<file path="src/rtl/rsa_modexp_engine_pkg.sv">
// Shared definitions for the modular-exponentiation engine: FSM encoding and
// multiply-state timing.
package rsa_pkg;

    typedef logic [2:0] state_t;

    localparam state_t IDLE   = 3'd0;
    localparam state_t CHECK  = 3'd1;
    localparam state_t REDUCE = 3'd2;
    localparam state_t SQUARE = 3'd3;
    localparam state_t MULT   = 3'd4;
    localparam state_t FINISH = 3'd5;

    // Cycles spent in one multiply state at the default 16-bit width:
    // launch, one per operand bit, writeback.
    localparam int MUL_CYC = 16 + 2;

    function automatic int mul_cyc(input int width);
        return width + 2;
    endfunction

endpackage

</file>
<file path="src/rtl/rsa_modexp_engine_if.sv">
// Request/response bundle between a requester and the modexp engine.
interface rsa_modexp_engine_if #(
    parameter int WIDTH     = 16,
    parameter int EXP_WIDTH = 16,
    parameter int CNT_WIDTH = 32
);
    logic                 start;
    logic                 ct_mode;
    logic [WIDTH-1:0]     base;
    logic [EXP_WIDTH-1:0] exponent;
    logic [WIDTH-1:0]     modulus;
    logic                 busy;
    logic                 done;
    logic [WIDTH-1:0]     result;
    logic                 err;
    logic [CNT_WIDTH-1:0] cycle_count;

    modport master (
        output start, ct_mode, base, exponent, modulus,
        input  busy, done, result, err, cycle_count
    );

    modport slave (
        input  start, ct_mode, base, exponent, modulus,
        output busy, done, result, err, cycle_count
    );
endinterface

</file>
<file path="src/rtl/rsa_modexp_engine_mul.sv">
// Blakley interleaved modular multiplier: p = a*b mod n, multiplier scanned MSB
// first, done pulses exactly WIDTH+1 cycles after the start cycle.
module mod_mul_serial #(
    parameter int WIDTH = 16
) (
    input  logic             clk,
    input  logic             rst_n,
    input  logic             start,
    input  logic [WIDTH-1:0] a,
    input  logic [WIDTH-1:0] b,
    input  logic [WIDTH-1:0] n,
    output logic             done,
    output logic [WIDTH-1:0] p
);
    // Two guard bits hold 2r + a < 3n without overflow.
    localparam int RW = WIDTH + 2;
    localparam int CW = $clog2(WIDTH + 1);

    logic [RW-1:0]    a_q, a_d, n_q, n_d, r_q, r_d, r_step;
    logic [WIDTH-1:0] m_q, m_d;
    logic [CW-1:0]    cnt_q, cnt_d;
    logic             done_q, done_d;

    always_comb begin
        r_step = (r_q << 1) + (m_q[WIDTH-1] ? a_q : '0);
        if (r_step >= n_q) r_step = r_step - n_q;
        if (r_step >= n_q) r_step = r_step - n_q;

        a_d    = a_q;
        n_d    = n_q;
        r_d    = r_q;
        m_d    = m_q;
        cnt_d  = cnt_q;
        done_d = 1'b0;
        if (start) begin
            a_d   = {2'b00, a};
            n_d   = {2'b00, n};
            m_d   = b;
            r_d   = '0;
            cnt_d = CW'(WIDTH);
        end else if (cnt_q != '0) begin
            r_d    = r_step;
            m_d    = m_q << 1;
            cnt_d  = cnt_q - 1'b1;
            done_d = (cnt_q == CW'(1));
        end
    end

    always_ff @(posedge clk or negedge rst_n) begin
        if (!rst_n) begin
            a_q    <= '0;
            n_q    <= '0;
            r_q    <= '0;
            m_q    <= '0;
            cnt_q  <= '0;
            done_q <= 1'b0;
        end else begin
            a_q    <= a_d;
            n_q    <= n_d;
            r_q    <= r_d;
            m_q    <= m_d;
            cnt_q  <= cnt_d;
            done_q <= done_d;
        end
    end

    assign done = done_q;
    assign p    = r_q[WIDTH-1:0];
endmodule

</file>
<file path="src/rtl/rsa_modexp_engine.sv">
// Modular exponentiation base^exponent mod modulus, left-to-right binary method
// with an optional constant-time square-and-always-multiply schedule.
module rsa_modexp_engine
    import rsa_pkg::*;
#(
    parameter int WIDTH     = 16,
    parameter int EXP_WIDTH = 16,
    parameter int CNT_WIDTH = 32
) (
    input logic               clk,
    input logic               rst_n,
    rsa_modexp_engine_if.slave bus
);
    localparam int IDX_W = (EXP_WIDTH > 1) ? $clog2(EXP_WIDTH) : 1;

    state_t               state_q, state_d;
    logic                 ph_q, ph_d;
    logic [IDX_W-1:0]     idx_q, idx_d;
    // Bank entry 1 is the live accumulator; entry 0 absorbs discarded products.
    logic [WIDTH-1:0]     acc_q [2];
    logic [WIDTH-1:0]     acc_d [2];
    logic [WIDTH-1:0]     bred_q, bred_d, base_q, base_d, mod_q, mod_d, res_q, res_d;
    logic [EXP_WIDTH-1:0] exp_q, exp_d;
    logic                 ct_q, ct_d, err_q, err_d;
    logic [CNT_WIDTH-1:0] cnt_q, cnt_d;
    logic                 mul_start, mul_done, cur_bit;
    logic [WIDTH-1:0]     mul_a, mul_b, mul_p;

    assign cur_bit = exp_q[idx_q];

    mod_mul_serial #(.WIDTH(WIDTH)) u_mul (
        .clk(clk), .rst_n(rst_n), .start(mul_start),
        .a(mul_a), .b(mul_b), .n(mod_q), .done(mul_done), .p(mul_p)
    );

    always_comb begin
        state_d   = state_q;
        ph_d      = ph_q;
        idx_d     = idx_q;
        acc_d[0]  = acc_q[0];
        acc_d[1]  = acc_q[1];
        bred_d    = bred_q;
        base_d    = base_q;
        mod_d     = mod_q;
        exp_d     = exp_q;
        ct_d      = ct_q;
        res_d     = res_q;
        err_d     = err_q;
        cnt_d     = cnt_q;
        mul_start = 1'b0;
        mul_a     = '0;
        mul_b     = '0;

        if (state_q != IDLE && state_q != FINISH && cnt_q != '1)
            cnt_d = cnt_q + 1'b1;

        case (state_q)
            IDLE: if (bus.start) begin
                base_d  = bus.base;
                exp_d   = bus.exponent;
                mod_d   = bus.modulus;
                ct_d    = bus.ct_mode;
                err_d   = 1'b0;
                res_d   = '0;
                cnt_d   = CNT_WIDTH'(1);  // the accept cycle itself counts
                state_d = CHECK;
            end
            CHECK: begin
                if (mod_q < WIDTH'(2)) begin
                    err_d   = 1'b1;
                    res_d   = '0;
                    state_d = FINISH;
                end else begin
                    state_d = REDUCE;
                end
            end
            REDUCE, SQUARE, MULT: begin
                // Multiplicand must be < n; REDUCE uses 1*base so base may exceed n.
                case (state_q)
                    REDUCE:  begin mul_a = WIDTH'(1); mul_b = base_q;   end
                    SQUARE:  begin mul_a = acc_q[1];  mul_b = acc_q[1]; end
                    default: begin mul_a = bred_q;    mul_b = acc_q[1]; end
                endcase
                if (!ph_q) begin
                    mul_start = 1'b1;
                    ph_d      = 1'b1;
                end else if (mul_done) begin
                    ph_d = 1'b0;
                    case (state_q)
                        REDUCE: begin
                            bred_d   = mul_p;
                            acc_d[1] = WIDTH'(1);
                            idx_d    = IDX_W'(EXP_WIDTH - 1);
                            state_d  = SQUARE;
                        end
                        SQUARE: begin
                            acc_d[1] = mul_p;
                            if (ct_q || cur_bit) begin
                                state_d = MULT;
                            end else if (idx_q == '0) begin
                                res_d   = mul_p;
                                state_d = FINISH;
                            end else begin
                                idx_d   = idx_q - 1'b1;
                                state_d = SQUARE;
                            end
                        end
                        default: begin
                            acc_d[cur_bit] = mul_p;
                            if (idx_q == '0) begin
                                res_d   = cur_bit ? mul_p : acc_q[1];
                                state_d = FINISH;
                            end else begin
                                idx_d   = idx_q - 1'b1;
                                state_d = SQUARE;
                            end
                        end
                    endcase
                end
            end
            FINISH:  state_d = IDLE;
            default: state_d = IDLE;
        endcase
    end

    always_ff @(posedge clk or negedge rst_n) begin
        if (!rst_n) begin
            state_q  <= IDLE;
            ph_q     <= 1'b0;
            idx_q    <= '0;
            acc_q[0] <= '0;
            acc_q[1] <= '0;
            bred_q   <= '0;
            base_q   <= '0;
            mod_q    <= '0;
            exp_q    <= '0;
            ct_q     <= 1'b0;
            res_q    <= '0;
            err_q    <= 1'b0;
            cnt_q    <= '0;
        end else begin
            state_q  <= state_d;
            ph_q     <= ph_d;
            idx_q    <= idx_d;
            acc_q[0] <= acc_d[0];
            acc_q[1] <= acc_d[1];
            bred_q   <= bred_d;
            base_q   <= base_d;
            mod_q    <= mod_d;
            exp_q    <= exp_d;
            ct_q     <= ct_d;
            res_q    <= res_d;
            err_q    <= err_d;
            cnt_q    <= cnt_d;
        end
    end

    assign bus.busy        = (state_q != IDLE);
    assign bus.done        = (state_q == FINISH);
    assign bus.result      = res_q;
    assign bus.err         = err_q;
    assign bus.cycle_count = cnt_q;
endmodule

</file>
<file path="src/flat_wrapper.sv">
// flat-port wrapper written by rule: the top's interface ports become plain ports
module rsa_modexp_engine_flat import rsa_pkg::*;
#(
    parameter int WIDTH     = 16,
    parameter int EXP_WIDTH = 16,
    parameter int CNT_WIDTH = 32
)
  (clk, rst_n, bus_start, bus_ct_mode, bus_base, bus_exponent, bus_modulus, bus_busy, bus_done, bus_result, bus_err, bus_cycle_count);
  rsa_modexp_engine_if #(.WIDTH(WIDTH), .EXP_WIDTH(EXP_WIDTH), .CNT_WIDTH(CNT_WIDTH)) bus_i ();
  input logic clk;
  input logic rst_n;
  input wire logic [$bits(bus_i.start)-1:0] bus_start;
  input wire logic [$bits(bus_i.ct_mode)-1:0] bus_ct_mode;
  input wire logic [$bits(bus_i.base)-1:0] bus_base;
  input wire logic [$bits(bus_i.exponent)-1:0] bus_exponent;
  input wire logic [$bits(bus_i.modulus)-1:0] bus_modulus;
  output wire logic [$bits(bus_i.busy)-1:0] bus_busy;
  output wire logic [$bits(bus_i.done)-1:0] bus_done;
  output wire logic [$bits(bus_i.result)-1:0] bus_result;
  output wire logic [$bits(bus_i.err)-1:0] bus_err;
  output wire logic [$bits(bus_i.cycle_count)-1:0] bus_cycle_count;
  assign bus_i.start = bus_start;
  assign bus_i.ct_mode = bus_ct_mode;
  assign bus_i.base = bus_base;
  assign bus_i.exponent = bus_exponent;
  assign bus_i.modulus = bus_modulus;
  assign bus_busy = bus_i.busy;
  assign bus_done = bus_i.done;
  assign bus_result = bus_i.result;
  assign bus_err = bus_i.err;
  assign bus_cycle_count = bus_i.cycle_count;
  rsa_modexp_engine #(.WIDTH(WIDTH), .EXP_WIDTH(EXP_WIDTH), .CNT_WIDTH(CNT_WIDTH)) u_core (.clk(clk), .rst_n(rst_n), .bus(bus_i));
endmodule
</file>
<file path="config.mk">
export PLATFORM = sky130hd
export DESIGN_NAME = rsa_modexp_engine_flat
export DESIGN_NICKNAME = d
export VERILOG_FILES = /design/src/rtl/rsa_modexp_engine_pkg.sv /design/src/rtl/rsa_modexp_engine_if.sv /design/src/rtl/rsa_modexp_engine_mul.sv /design/src/rtl/rsa_modexp_engine.sv /design/src/flat_wrapper.sv
export SDC_FILE = /design/constraint.sdc
export NUM_CORES = 1
export LEC_CHECK = 0
export ABC_CLOCK_PERIOD_IN_PS = 16000
export BUFFER_PORTS_ARGS = -buffer_cell sky130_fd_sc_hd__buf_4
export CAP_MARGIN = 25
export CORE_MARGIN = 2
export CORE_UTILIZATION = 35
export DETAILED_ROUTE_END_ITERATION = 7
export PLACE_DENSITY = 0.5
export SETUP_SLACK_MARGIN = 0.2
export SLEW_MARGIN = 5
export SYNTH_ARGS = -nofsm -noshare
export SYNTH_HDL_FRONTEND = slang
export SYNTH_SLANG_ARGS = --single-unit
</file>
<file path="constraint.sdc">
create_clock -name clk -period 16 [get_ports clk]
set_input_delay 0.8 -clock clk [delete_from_list [all_inputs] [get_ports clk]]
set_output_delay 0.8 -clock clk [all_outputs]
set_load 0.02 [all_outputs]
</file>
**After elaboration in Yosys (flattened, before gate mapping)**

Index checks and enable logic that the tools add are counted.

- Output and inout bits: 51
- Register bits after elaboration: 225

- Eq/ne operators: 16
- Bitwise gates (word level): 2
- Muxes and demuxes: 52
- Add/subtract/negate cells: 6
- Reduce and logical (&&, ||, !) cells: 21
- $lt $le $gt $ge: 6

Operators with widths:

| kind | count |
|---|---|
| $mux 16 | 15 |
| $mux 32 | 3 |
| $pmux 16 s2 | 3 |
| $mux 17 | 3 |
| $pmux 16 s3 | 1 |
| $ge 18x16->1 | 2 |
| $add 32x1->32 const B | 1 |
| $bwmux 32 | 1 |
| $ne 32x32->1 const B | 1 |
| $add 18x16->18 | 1 |
| $mux 18 | 1 |
| $mux 3 | 6 |
| $sub 18x16->18 | 1 |
| $sub 17x16->17 | 1 |
| $demux 16 s1 | 1 |
| $lt 16x2->1 const B | 1 |
| $reduce_and 4->1 | 3 |
| $mux 5 | 2 |
| $mux 1 | 9 |
| $pmux 3 s3 | 1 |
| $reduce_and 3->1 | 3 |
| $mux 4 | 2 |
| $ne 2x2->1 const B | 4 |
| $pmux 4 s2 | 1 |
| other kinds (27) | 36 |

**Longest topological paths before layout**

Gate-level depths: netlist of run 1.

- Depth in word-level cells: 9
- Mapped depth: 34
- Depth with buffers taken out: 30

**Modules after synthesis**

Synthesis of run 1 repeated with hierarchy kept, for this count alone.

- Cell total of the unflattened synthesis: 1,405
- Area total of the unflattened synthesis: 12,589.6 um^2

Modules (own cells, without submodules):

| module | area each (um^2) | times used | cells each |
|---|---|---|---|
| rsa_modexp_engine | 6,698.9 | 1 | 741 |
| mod_mul_serial | 5,890.6 | 1 | 664 |

**Worst setup path after synthesis of run 1**

Ideal clock, no wire load.

- Path kind: register to register
- Start point: reg u_core.u_mul.m_q[15]
- End point: reg u_core.u_mul.r_q[12]
- Clock period less this slack: 6.384 ns
- Arrival: 6.254 ns
- Slack: 9.616 ns
- Stages on the path, launching flop included: 33
- Setup time: 0.130 ns
- Required time: 15.870 ns
- Cells stage by stage: dfrtp_1 -> and2_1 -> ha_1 -> inv_1 -> fa_1 -> nand2b_1 -> a21o_1 -> a211o_1 -> nor2b_1 -> o21ai_0 -> xnor2_1 -> ha_1 -> buf_1 -> nand2_1 -> nor2_1 -> o21ai_0 -> nand3_1 -> a21o_1 -> nor3_1 -> mux2_2 -> ha_1 -> fa_1 -> nand2b_1 -> a21oi_1 -> nor3_1 -> o31ai_1 -> o31ai_2 -> nor3b_1 -> and3_1 -> buf_2 -> buf_6 -> nor4_1 -> nor3_1

- Word-level cells in the longest chain between the ends: 8

RTL lines:

| what | RTL line | text |
|---|---|---|
| start: declaration | rsa_modexp_engine_mul.sv:20 | `logic [WIDTH-1:0] m_q, m_d;` |
| start signal: assignment | rsa_modexp_engine_mul.sv:61 | `m_q <= m_d;` |
| $mux 16 * | rsa_modexp_engine_mul.sv:25 | `r_step = (r_q << 1) + (m_q[WIDTH-1] ? a_q : '0);` |
| $add 18x16->18 * | rsa_modexp_engine_mul.sv:25 |  |
| $sub 18x16->18 / $ge 18x16->1 (equally long branches) | rsa_modexp_engine_mul.sv:26 | `if (r_step >= n_q) r_step = r_step - n_q;` |
| $mux 18 * | rsa_modexp_engine_mul.sv:26 |  |
| $sub 17x16->17 / $ge 18x16->1 (equally long branches) | rsa_modexp_engine_mul.sv:27 | `if (r_step >= n_q) r_step = r_step - n_q;` |
| $mux 17 * | rsa_modexp_engine_mul.sv:27 |  |
| $mux 17 * | rsa_modexp_engine_mul.sv:41 | `end else if (cnt_q != '0) begin` |
| $mux 17 * | rsa_modexp_engine_mul.sv:35 | `if (start) begin` |
| end signal: assignment | rsa_modexp_engine_mul.sv:60 | `r_q <= r_d;` |
| end: declaration | rsa_modexp_engine_mul.sv:19 | `logic [RW-1:0] a_q, a_d, n_q, n_d, r_q, r_d, r_step;` |

Mark *: on every way between the ends. The rest lies on a longest branch, timed or not. The select of a mux whose other input is x is not followed.
A chain may end at the register's enable or synchronous reset.

**Worst setup path in the final report of run 1**

- Start point: reg u_core.u_mul.m_q[15]
- End point: reg u_core.u_mul.r_q[1]

Same word-level chain as after synthesis.

==> results of run 1 <==
==> path summary, 6_finish.rpt <==
check                                                         to                        startpoint  slack (ns)
worst max register to register   u_core.u_mul.r_q[1]$_DFFE_PN0P_  u_core.u_mul.m_q[15]$_DFFE_PN0P_        8.37
worst min register to register   u_core.u_mul.n_q[0]$_DFFE_PN0P_       u_core.mod_q[0]$_DFFE_PN0P_        0.47
max in group asynchronous           u_core.mod_q[10]$_DFFE_PN0P_                             rst_n       14.16
worst max-delay path             u_core.u_mul.r_q[1]$_DFFE_PN0P_  u_core.u_mul.m_q[15]$_DFFE_PN0P_        8.37
worst min-delay path            u_core.u_mul.m_q[11]$_DFFE_PN0P_                             rst_n        0.19
min in group clk                 u_core.u_mul.n_q[0]$_DFFE_PN0P_       u_core.mod_q[0]$_DFFE_PN0P_        0.47
==> logic make-up (layout without fill, tap and decap cells) <==
logic type               Yosys count  in the layout  share of synthesized area, %
XOR/XNOR                          67             67                          4.76
adder cells (fa/ha/maj)           55             55                          5.76
AND/OR/NAND/NOR                  480            480                          18.5
multiplexers                      85             85                          8.11
AO/OA/AOI/OAI                    302            302                          16.5
buffers and inverters            118            210                          4.00
flip-flops                       209            209                          42.4
==> cell usage in the layout, fill, tap and decap left out, types with 12 or more instances in the layout <==
cell type and instances:
nand2b_1 17, a31oi_1 38, xor2_1 28, a22o_1 15, nand3_1 42, nand4_1 18, mux2i_1 19, nor4_1 16
a21o_1 16, ha_1 52, a21oi_1 49, o31ai_1 19, mux2_2 58, nand2_1 180, buf_4 117, o21a_1 12
and2_1 21, dfrtp_1 209, xnor2_1 39, inv_1 44, nor2_1 95, nor3_1 29, nor2b_1 26, a211oi_1 27
clkbuf_16 25, o21ai_0 65
==> per-stage QoR <==
| stage | setup WS, ns | area [µm²] | utilization (%) | hold slack, ns |
|---|---|---|---|---|
| 6_report | 8.37 | 14400 | 41.5 | 0.194 |
| 4_1_cts | 8.40 | 14300 | 41.3 | 0.212 |
| 2_1_floorplan | 9.62 | 12300 | - | 0.435 |
| 3_3_place_gp | 8.56 | 13500 | 39.0 | 0.454 |
| 3_5_place_dp | 8.44 | 13500 | 39.0 | 0.462 |
| 5_1_grt | 7.72 | 14400 | 41.5 | 0.233 |
==> synthesized netlist by cell type (4+ instances only) <==
library cell	n	share of area (%)
and2_1	22	1.1
nand3_1	42	1.7
nand2b_1	17	0.86
a211oi_2	4	0.41
and3_1	6	0.30
a31oi_1	38	1.9
ha_1	52	5.3
o21a_1	12	0.73
o2111ai_1	4	0.28
o22ai_1	5	0.25
clkbuf_1	54	1.6
xor2_1	28	2.0
o21ai_0	65	2.6
o211ai_1	7	0.43
mux4_2	5	0.91
o31ai_1	19	1.2
mux2i_1	19	1.5
buf_6	4	0.37
nor2_1	97	3.0
a211oi_1	27	1.6
a22o_1	15	1.1
nor3_1	30	1.2
o311ai_0	4	0.28
a211o_1	5	0.35
buf_1	6	0.18
nor4_1	16	0.81
nand2_1	180	5.5
a21o_1	16	0.97
mux2_2	58	5.3
a21boi_0	4	0.24
buf_2	7	0.28
nand4_1	18	0.91
dfrtp_1	209	42
inv_1	44	1.3
xnor2_1	39	2.8
nor3b_1	7	0.43
nor2b_1	26	1.3
or3_1	5	0.25
a21oi_1	51	2.1
==> flip-flops by register name (all words and copies together) (netlist names) <==
signal / count
u_core.exp_q: 16
u_core.u_mul.done: 1
u_core.u_mul.a_q: 16
u_core.u_mul.cnt_q: 5
u_core.ph_q: 1
u_core.bred_q: 16
u_core.idx_q: 4
u_core.base_q: 16
u_core.bus.result: 16
u_core.acc_q: 16
u_core.ct_q: 1
u_core.u_mul.n_q: 16
u_core.bus.cycle_count: 32
u_core.u_mul.r_q: 17
u_core.u_mul.m_q: 16
u_core.state_q: 3
u_core.bus.err: 1
u_core.mod_q: 16
==> layer usage <==
layer	part of all wire, %	GRT usage (%)
met5	0	0
met4	1.8	3.37
met3	3.6	2.08
met2	43	27.2
met1	51	27.2
==> worst max-delay path: cells and delay by family (launching register included) <==
family          cells  cell delay (ns)
simple gates       10             2.81
compound gates     11             2.01
fa+ha+maj           4             1.25
flops               1             0.57
mux                 1             0.43
xor+xnor            1             0.34
buf+inv             1             0.07
==> cell type report <==
cell class	instances	share of cell area, %
inverters	44	1.15
clock inverters	8	0.417
clock buffers	37	5.29
well taps	455	3.96
repair buffers	121	6.70
multi-input cells	989	46.1
flip-flops and latches	209	36.4
==> results.yml, run 1 <==
clocking:
  cts_htree_levels: 1
  hold_buffers: 0
  clock_sinks: 209
  cts_root_buf: "clkbuf_16"
  clk_pin_slew_worst_paths_ns: 0.06
  cts_buffer_depth: 3
  cts_tree: "done"
  post_cts_resized: 0
  post_cts_buffers: 0
  cts_buffers: 25
  clock_latency_ns: 0.54
floorplanning:
  die_area_um2: 36800
  num_rows: 68
  die_y_um: 192
  start_util_pct: 35.6
  die_x_um: 192
  ioPinCount: 103
  core_area_um2: 34600
global_route:
  grt.total_usage_pct: 17.8
  grt_pass1_vias: 9385
  overflow: 0
  grt_first_pass_wirelength_mm: 52.9
  grt_max_degree: 74
  antenna_found_initial: 0
routing:
  drt_first_pass_iters: 7
  drc: 0
  first_iter_violations: 496
  ant_nets: 0
  wl_mm: 32.7
  via_count: 9818
  routed_via_density: 5.27
  avgRoutedWirePerCell_um: 17.6
layout:
  instances_no_fill: 1863
  area_delta_synth_final_pct: 16.6
  nets: 1497
  multiInputGateArea_um2: 6640
  antenna_cells: 0
  seq_area_um2: 5230
  layout-drive-gt1-share_pct: 18.0
  fill_cells: 3494
logic_synthesis:
  syn_area_um2: 12300
  synth_edf_count: 0
  yosysSeqAreaShare_pct: 42.4
  synth_area_per_cell_um2: 9.37
  syn_nets: 1423
  synth_ff_type: "dfrtp_1"
  ys_warn_count: 0
  synth_cell_types: 72
  async_flop_share_pct: 100
  syn_inst: 1316
  synth_seq_cells: 209
sta:
  fmax_mhz: 131
  rsz0062_at_grt: "false"
  worst_pin_slew_ns: 0.943
  fin_crit_sh_pct: 47.7
  drv_slew: 0
  fin_crit_ns: 7.63
  setup_viol: 0
  fin_setup_tns_ns: 0
  relSlewSlack_pct: 36.8
  fin_skew_ns: 0.0274
  hold_violations: 0
placement:
  portBuffers: 102
  dpl.hpwl_mm: 23.4
  gp_congestion: 0.815
  place_inst: 1815
run:
  maxCapViolations: 0
critical_path:
  slowest_stage: "and3_1"
  arrival_ns: 8.04
  cp_data_required_time_ns: 16.41
  crit_type: "flop to flop"
  start_kind: "flop"
  rr_worst_depth: 28
  cp-end-kind: "flop"
  crit_fanout: 17
  slowest_delay_ns: 0.61
outcome:
  status: "finished, final reports clean"
min_path:
  hold_path_class: "primary input to asynchronous set/reset pin"
Power of run 1 is not shown: default switching activity piles up to over one toggle a cycle in this logic, so the estimate is an artifact.
==> run 2, diff against run 1 <==
--- a/config.mk
+++ b/config.mk
@@ -5,7 +5,7 @@
 export SDC_FILE = /design/constraint.sdc
 export NUM_CORES = 1
 export LEC_CHECK = 0
-export ABC_CLOCK_PERIOD_IN_PS = 16000
+export ABC_CLOCK_PERIOD_IN_PS = 7200
 export BUFFER_PORTS_ARGS = -buffer_cell sky130_fd_sc_hd__buf_4
 export CAP_MARGIN = 25
 export CORE_MARGIN = 2
==> constraint.sdc (replaced) <==
create_clock -name clk -period 7.2 [get_ports clk]
set_input_delay 0.36 -clock clk [delete_from_list [all_inputs] [get_ports clk]]
set_output_delay 0.36 -clock clk [all_outputs]
set_load 0.02 [all_outputs]
==> results.yml, run 2 (synthesis results as in run 1) <==
run:
  maxCapViolations: 0
clocking:
  cts_buffers: 26
  cts_tree: "done"
  clock_sinks: 209
  cts_htree_levels: 1
  clock_latency_ns: 0.54
  cts_root_buf: "clkbuf_16"
  clk_pin_slew_worst_paths_ns: 0.06
  cts_buffer_depth: 3
critical_path:
  cp_data_required_time_ns: 7.67
  slowest_delay_ns: 0.40
  crit_buf_inv: 6
  cp-end-kind: "flop"
  crit_fanout: 16
  crit_type: "flop to flop"
  path_common_cell: "buf_4"
  start_kind: "flop"
  crit_family: "compound AO/OA/AOI/OAI gates"
  slowest_stage: "or4_1"
  arrival_ns: 7.12
layout:
  nets: 1511
  final_common_cell: "dfrtp_1"
  final_cell_mix: "dfrtp_1 (209), nand2_1 (180), buf_4 (127), nor2_1 (95), o21ai_0 (63)"
  antenna_cells: 0
  fill_cells: 3483
  layout-drive-gt1-share_pct: 20.4
  area_delta_synth_final_pct: 19.1
  largest_register_ffs: 32
sta:
  fin_setup_tns_ns: 0
  drv_slew: 0
  fin_skew_ns: 0.0135
  relSlewSlack_pct: 38.1
  rsz0062_at_grt: "false"
  hold_violations: 0
  fin_crit_ns: 6.65
  setup_viol: 0
  fmax_mhz: 150
  fin_crit_sh_pct: 92.4
  worst_pin_slew_ns: 0.924
floorplanning:
  die_x_um: 192
  core_area_um2: 34600
  num_rows: 68
  start_util_pct: 35.6
  die_y_um: 192
  die_area_um2: 36800
  ioPinCount: 103
routing:
  via_count: 9808
  avgRoutedWirePerCell_um: 17.5
  drc: 0
  drt_first_pass_iters: 5
  routed_via_density: 5.22
  first_iter_violations: 492
  ant_nets: 0
  wl_mm: 32.8
global_route:
  antenna_found_initial: 0
  grt_max_degree: 83
  grt_pass1_vias: 9569
  grt.total_usage_pct: 17.9
  overflow: 0
  grt_first_pass_wirelength_mm: 52.9
placement:
  portBuffers: 102
  gp_congestion: 0.850
  dpl.hpwl_mm: 23.7
min_path:
  hold_path_class: "primary input to flop"
outcome:
  status: "finished, final reports clean"
## run 2: cell count changes in the layout (fill, tap and decap cells not counted), moves of 3 or more
cell      change
a21oi_1       -4
a21oi_2       +4
buf_12        +3
buf_4        +10
clkbuf_1      +6
clkbuf_8      -5
ha_1          -8
ha_2          +4
ha_4          +4
nor4_1        -3
nor4_2        +3
xnor2_1       -4
xnor2_2       +4
## run 2: through the flow
step / utilization, % / hold slack [ns] / setup WS (ns) / instance area, µm² / instances
after floorplan: - / 0.0644 / 0.816 / 12300 / 1316
after global placement: 39.3 / 0.392 / 0.294 / 13600 / 1825
after detailed placement: 39.3 / 0.387 / 0.193 / 13600 / 1826
after CTS: 41.7 / 0.0215 / 0.258 / 14400 / 1874
after global routing: 42.4 / 0.0344 / 0.186 / 14700 / 1878
final: 42.4 / 0.0506 / 0.545 / 14700 / 1878
## run 2: final timing paths
check | from | cells past startpoint | slack [ns] | to
max reg2reg | u_core.u_mul.m_q[15]$_DFFE_PN0P_ | 30 | 0.55 | u_core.u_mul.r_q[14]$_DFFE_PN0P_
max | u_core.u_mul.m_q[15]$_DFFE_PN0P_ | 30 | 0.55 | u_core.u_mul.r_q[14]$_DFFE_PN0P_
min in group asynchronous | rst_n | 2 | 0.39 | u_core.base_q[12]$_DFFE_PN0P_
max in group asynchronous | rst_n | 3 | 5.47 | u_core.exp_q[10]$_DFFE_PN0P_
min reg2reg | u_core.bus.result[3]$_DFFE_PN0P_ | 2 | 0.47 | u_core.bus.result[3]$_DFFE_PN0P_
min | bus_base[2] | 2 | 0.05 | u_core.base_q[2]$_DFFE_PN0P_
## run 2: repair_timing
item                                   in CTS  in global routing
buffers inserted                            0                  2
setup endpoints to repair                   6                 17
endpoints found under the hold margin      74                  0
pin swaps                                   0                  5
hold buffers                                1                  0
resized for setup                           1                 35
## run 2: area by class of cell
type	instances	area, µm²	area share [%]
clock inverters	8	82.6	0.562
repair buffers	134	1080	7.36
flip-flops and latches	209	5230	35.6
clock buffers	39	739	5.03
inverters	44	165	1.12
well taps	455	569	3.88
multi-input cells	989	6820	46.4
## run 2: layer usage
| metal | GRT usage [%] | routed length [µm] |
|---|---|---|
| met1 | 26.9 | 16700 |
| met4 | 3.52 | 510 |
| met5 | 0 | 0 |
| met3 | 2.45 | 1170 |
| met2 | 27.5 | 14500 |
## run 2: worst register-to-register path, delay by kind of cell, from the launching register on
| kind | cells | cell delay, ns |
|---|---|---|
| AOI/OAI and AO/OA | 11 | 1.95 |
| xor gates and xnor gates | 1 | 0.18 |
| adders and majority gates | 3 | 1.04 |
| buffers and inverters | 6 | 0.93 |
| DFF | 1 | 0.38 |
| muxes | 1 | 0.31 |
| and+or+nand+nor | 8 | 1.78 |
Power of run 2 is left out for the same reason.
==> run 3, diff against run 2 <==
--- a/config.mk
+++ b/config.mk
@@ -6,13 +6,12 @@
 export NUM_CORES = 1
 export LEC_CHECK = 0
 export ABC_CLOCK_PERIOD_IN_PS = 7200
-export BUFFER_PORTS_ARGS = -buffer_cell sky130_fd_sc_hd__buf_4
 export CAP_MARGIN = 25
 export CORE_MARGIN = 2
 export CORE_UTILIZATION = 35
 export DETAILED_ROUTE_END_ITERATION = 7
-export PLACE_DENSITY = 0.5
-export SETUP_SLACK_MARGIN = 0.2
+export DONT_BUFFER_PORTS = 1
+export SETUP_SLACK_MARGIN = 0.3
 export SLEW_MARGIN = 5
 export SYNTH_ARGS = -nofsm -noshare
 export SYNTH_HDL_FRONTEND = slang
==> results.yml, run 3 (synthesis results as in run 1) <==
placement:
  dpl.hpwl_mm: 21.9
  portBuffers: 0
  gp_congestion: 0.927
sta:
  rsz0062_at_grt: "true"
  fin_setup_tns_ns: 0
  hold_violations: 0
  setup_viol: 0
  fmax_mhz: 151
  fin_crit_ns: 6.61
  drv_slew: 0
  fin_skew_ns: 0.0220
  relSlewSlack_pct: 21.9
  worst_pin_slew_ns: 1.17
  fin_crit_sh_pct: 91.9
clocking:
  clock_sinks: 209
  cts_tree: "done"
  cts_buffer_depth: 3
  clock_latency_ns: 0.54
  cts_buffers: 24
  cts_root_buf: "clkbuf_16"
  clk_pin_slew_worst_paths_ns: 0.06
  cts_htree_levels: 1
floorplanning:
  die_x_um: 192
  core_area_um2: 34600
  start_util_pct: 35.6
  ioPinCount: 103
  die_y_um: 192
  num_rows: 68
  die_area_um2: 36800
global_route:
  grt_max_degree: 210
  use_met1_pct: 25.1
  grt_use_met2_pct: 25.8
  grt_first_pass_wirelength_mm: 50.1
  grt.total_usage_pct: 16.8
  use_met3_pct: 2.27
  grt_pass1_vias: 9219
  overflow: 0
  busiest_layer: "met2"
  antenna_found_initial: 0
layout:
  multiInputGateArea_um2: 6780
  nets: 1450
  antenna_cells: 0
  final_cell_mix: "dfrtp_1 (209), nand2_1 (179), nor2_1 (95), o21ai_0 (63), mux2_2 (58)"
  area_delta_synth_final_pct: 16.0
  seq_area_um2: 5230
  fill_cells: 3350
  final_common_cell: "dfrtp_1"
  largest_register_ffs: 32
  layout-drive-gt1-share_pct: 13.2
critical_path:
  r2r_start: "u_core.u_mul.m_q[15]$_DFFE_PN0P_"
  reg2reg_slack_ns: 0.59
  start_kind: "flop"
  cp_data_required_time_ns: 7.60
  crit_type: "flop to flop"
  arrival_ns: 7.01
  slowest_stage: "or4_4"
  r2r-end: "u_core.u_mul.r_q[7]$_DFFE_PN0P_"
  crit_fanout: 9
  cp-end-kind: "flop"
  slowest_delay_ns: 0.57
  rr_worst_depth: 28
routing:
  wl_mm: 31.7
  drc: 0
  drt_first_pass_iters: 5
  ant_nets: 0
  avgRoutedWirePerCell_um: 17.4
  first_iter_violations: 691
  via_count: 9768
  routed_via_density: 5.38
min_path:
  hold_path_class: "primary input to flop"
  min_path_cells: 2
  min_to: "u_core.state_q[1]$_DFFE_PN0P_"
  min_from: "bus_start"
run:
  maxCapViolations: 0
outcome:
  status: "finished, final reports clean"
run 3: final cells by class:
cell class | count | area share, %
Sequential cell | 209 | 36.5
Multi-Input combinational cell | 990 | 47.4
Inverter | 44 | 1.15
Timing Repair Buffer | 74 | 4.90
Tap cell | 455 | 3.98
Clock buffer | 36 | 5.14
Clock inverter | 7 | 0.927
run 3: through the flow:
stage | hold WS, ns | instance area (µm²) | utilization [%] | instances | worst slack, ns
2_1_floorplan | 0.0644 | 12300 | - | 1316 | 0.816
3_3_place_gp | 0.0687 | 12800 | 36.9 | 1718 | 0.375
3_5_place_dp | 0.0686 | 12800 | 36.9 | 1718 | 0.117
4_1_cts | 0.110 | 14200 | 40.9 | 1812 | 0.306
5_1_grt | 0.141 | 14300 | 41.3 | 1815 | 0.261
6_report | 0.137 | 14300 | 41.3 | 1815 | 0.586
run 3: worst max-delay path by stage:
stage | start | to | slack [ns] | depth (start not counted)
detailed placement | u_core.u_mul.m_q[15]$_DFFE_PN0P_ | u_core.u_mul.r_q[14]$_DFFE_PN0P_ | 0.12 | 28
global placement | u_core.u_mul.m_q[15]$_DFFE_PN0P_ | u_core.u_mul.r_q[0]$_DFFE_PN0P_ | 0.38 | 28
floorplan | u_core.u_mul.m_q[15]$_DFFE_PN0P_ | u_core.u_mul.r_q[12]$_DFFE_PN0P_ | 0.82 | 32
CTS | u_core.u_mul.m_q[15]$_DFFE_PN0P_ | u_core.u_mul.r_q[7]$_DFFE_PN0P_ | 0.31 | 31
global route | u_core.u_mul.m_q[15]$_DFFE_PN0P_ | u_core.u_mul.r_q[0]$_DFFE_PN0P_ | 0.26 | 27
finish | u_core.u_mul.m_q[15]$_DFFE_PN0P_ | u_core.u_mul.r_q[7]$_DFFE_PN0P_ | 0.59 | 28
run 3: what timing repair did:
| item | CTS | global route |
|---|---|---|
| setup endpoints to repair | 16 | 17 |
| buffers inserted | 0 | 2 |
| pin swaps | 0 | 5 |
| gates resized for setup | 3 | 28 |
| hold buffers | 51 | 0 |
| endpoints found under the hold margin | 258 | 0 |
| gates cloned | 0 | 1 |
run 3: worst max-delay path, delay by kind of cell (launching register included):
kind	cells	cell delay, ns
and+or+nand+nor	11	2.12
AOI/OAI and AO/OA	9	1.99
adders and majority gates	4	1.29
DFF	1	0.34
muxes	1	0.30
buffers and inverters	2	0.26
xor gates and xnor gates	1	0.17
run 3: routing by layer:
layer | up-vias | wire, µm
met4 | 0 | 546
met1 | 4726 | 15500
met5 | - | 0
li1 | 4757 | -
met3 | 44 | 1500
met2 | 241 | 14200
Power of run 3 is left out for the same reason.
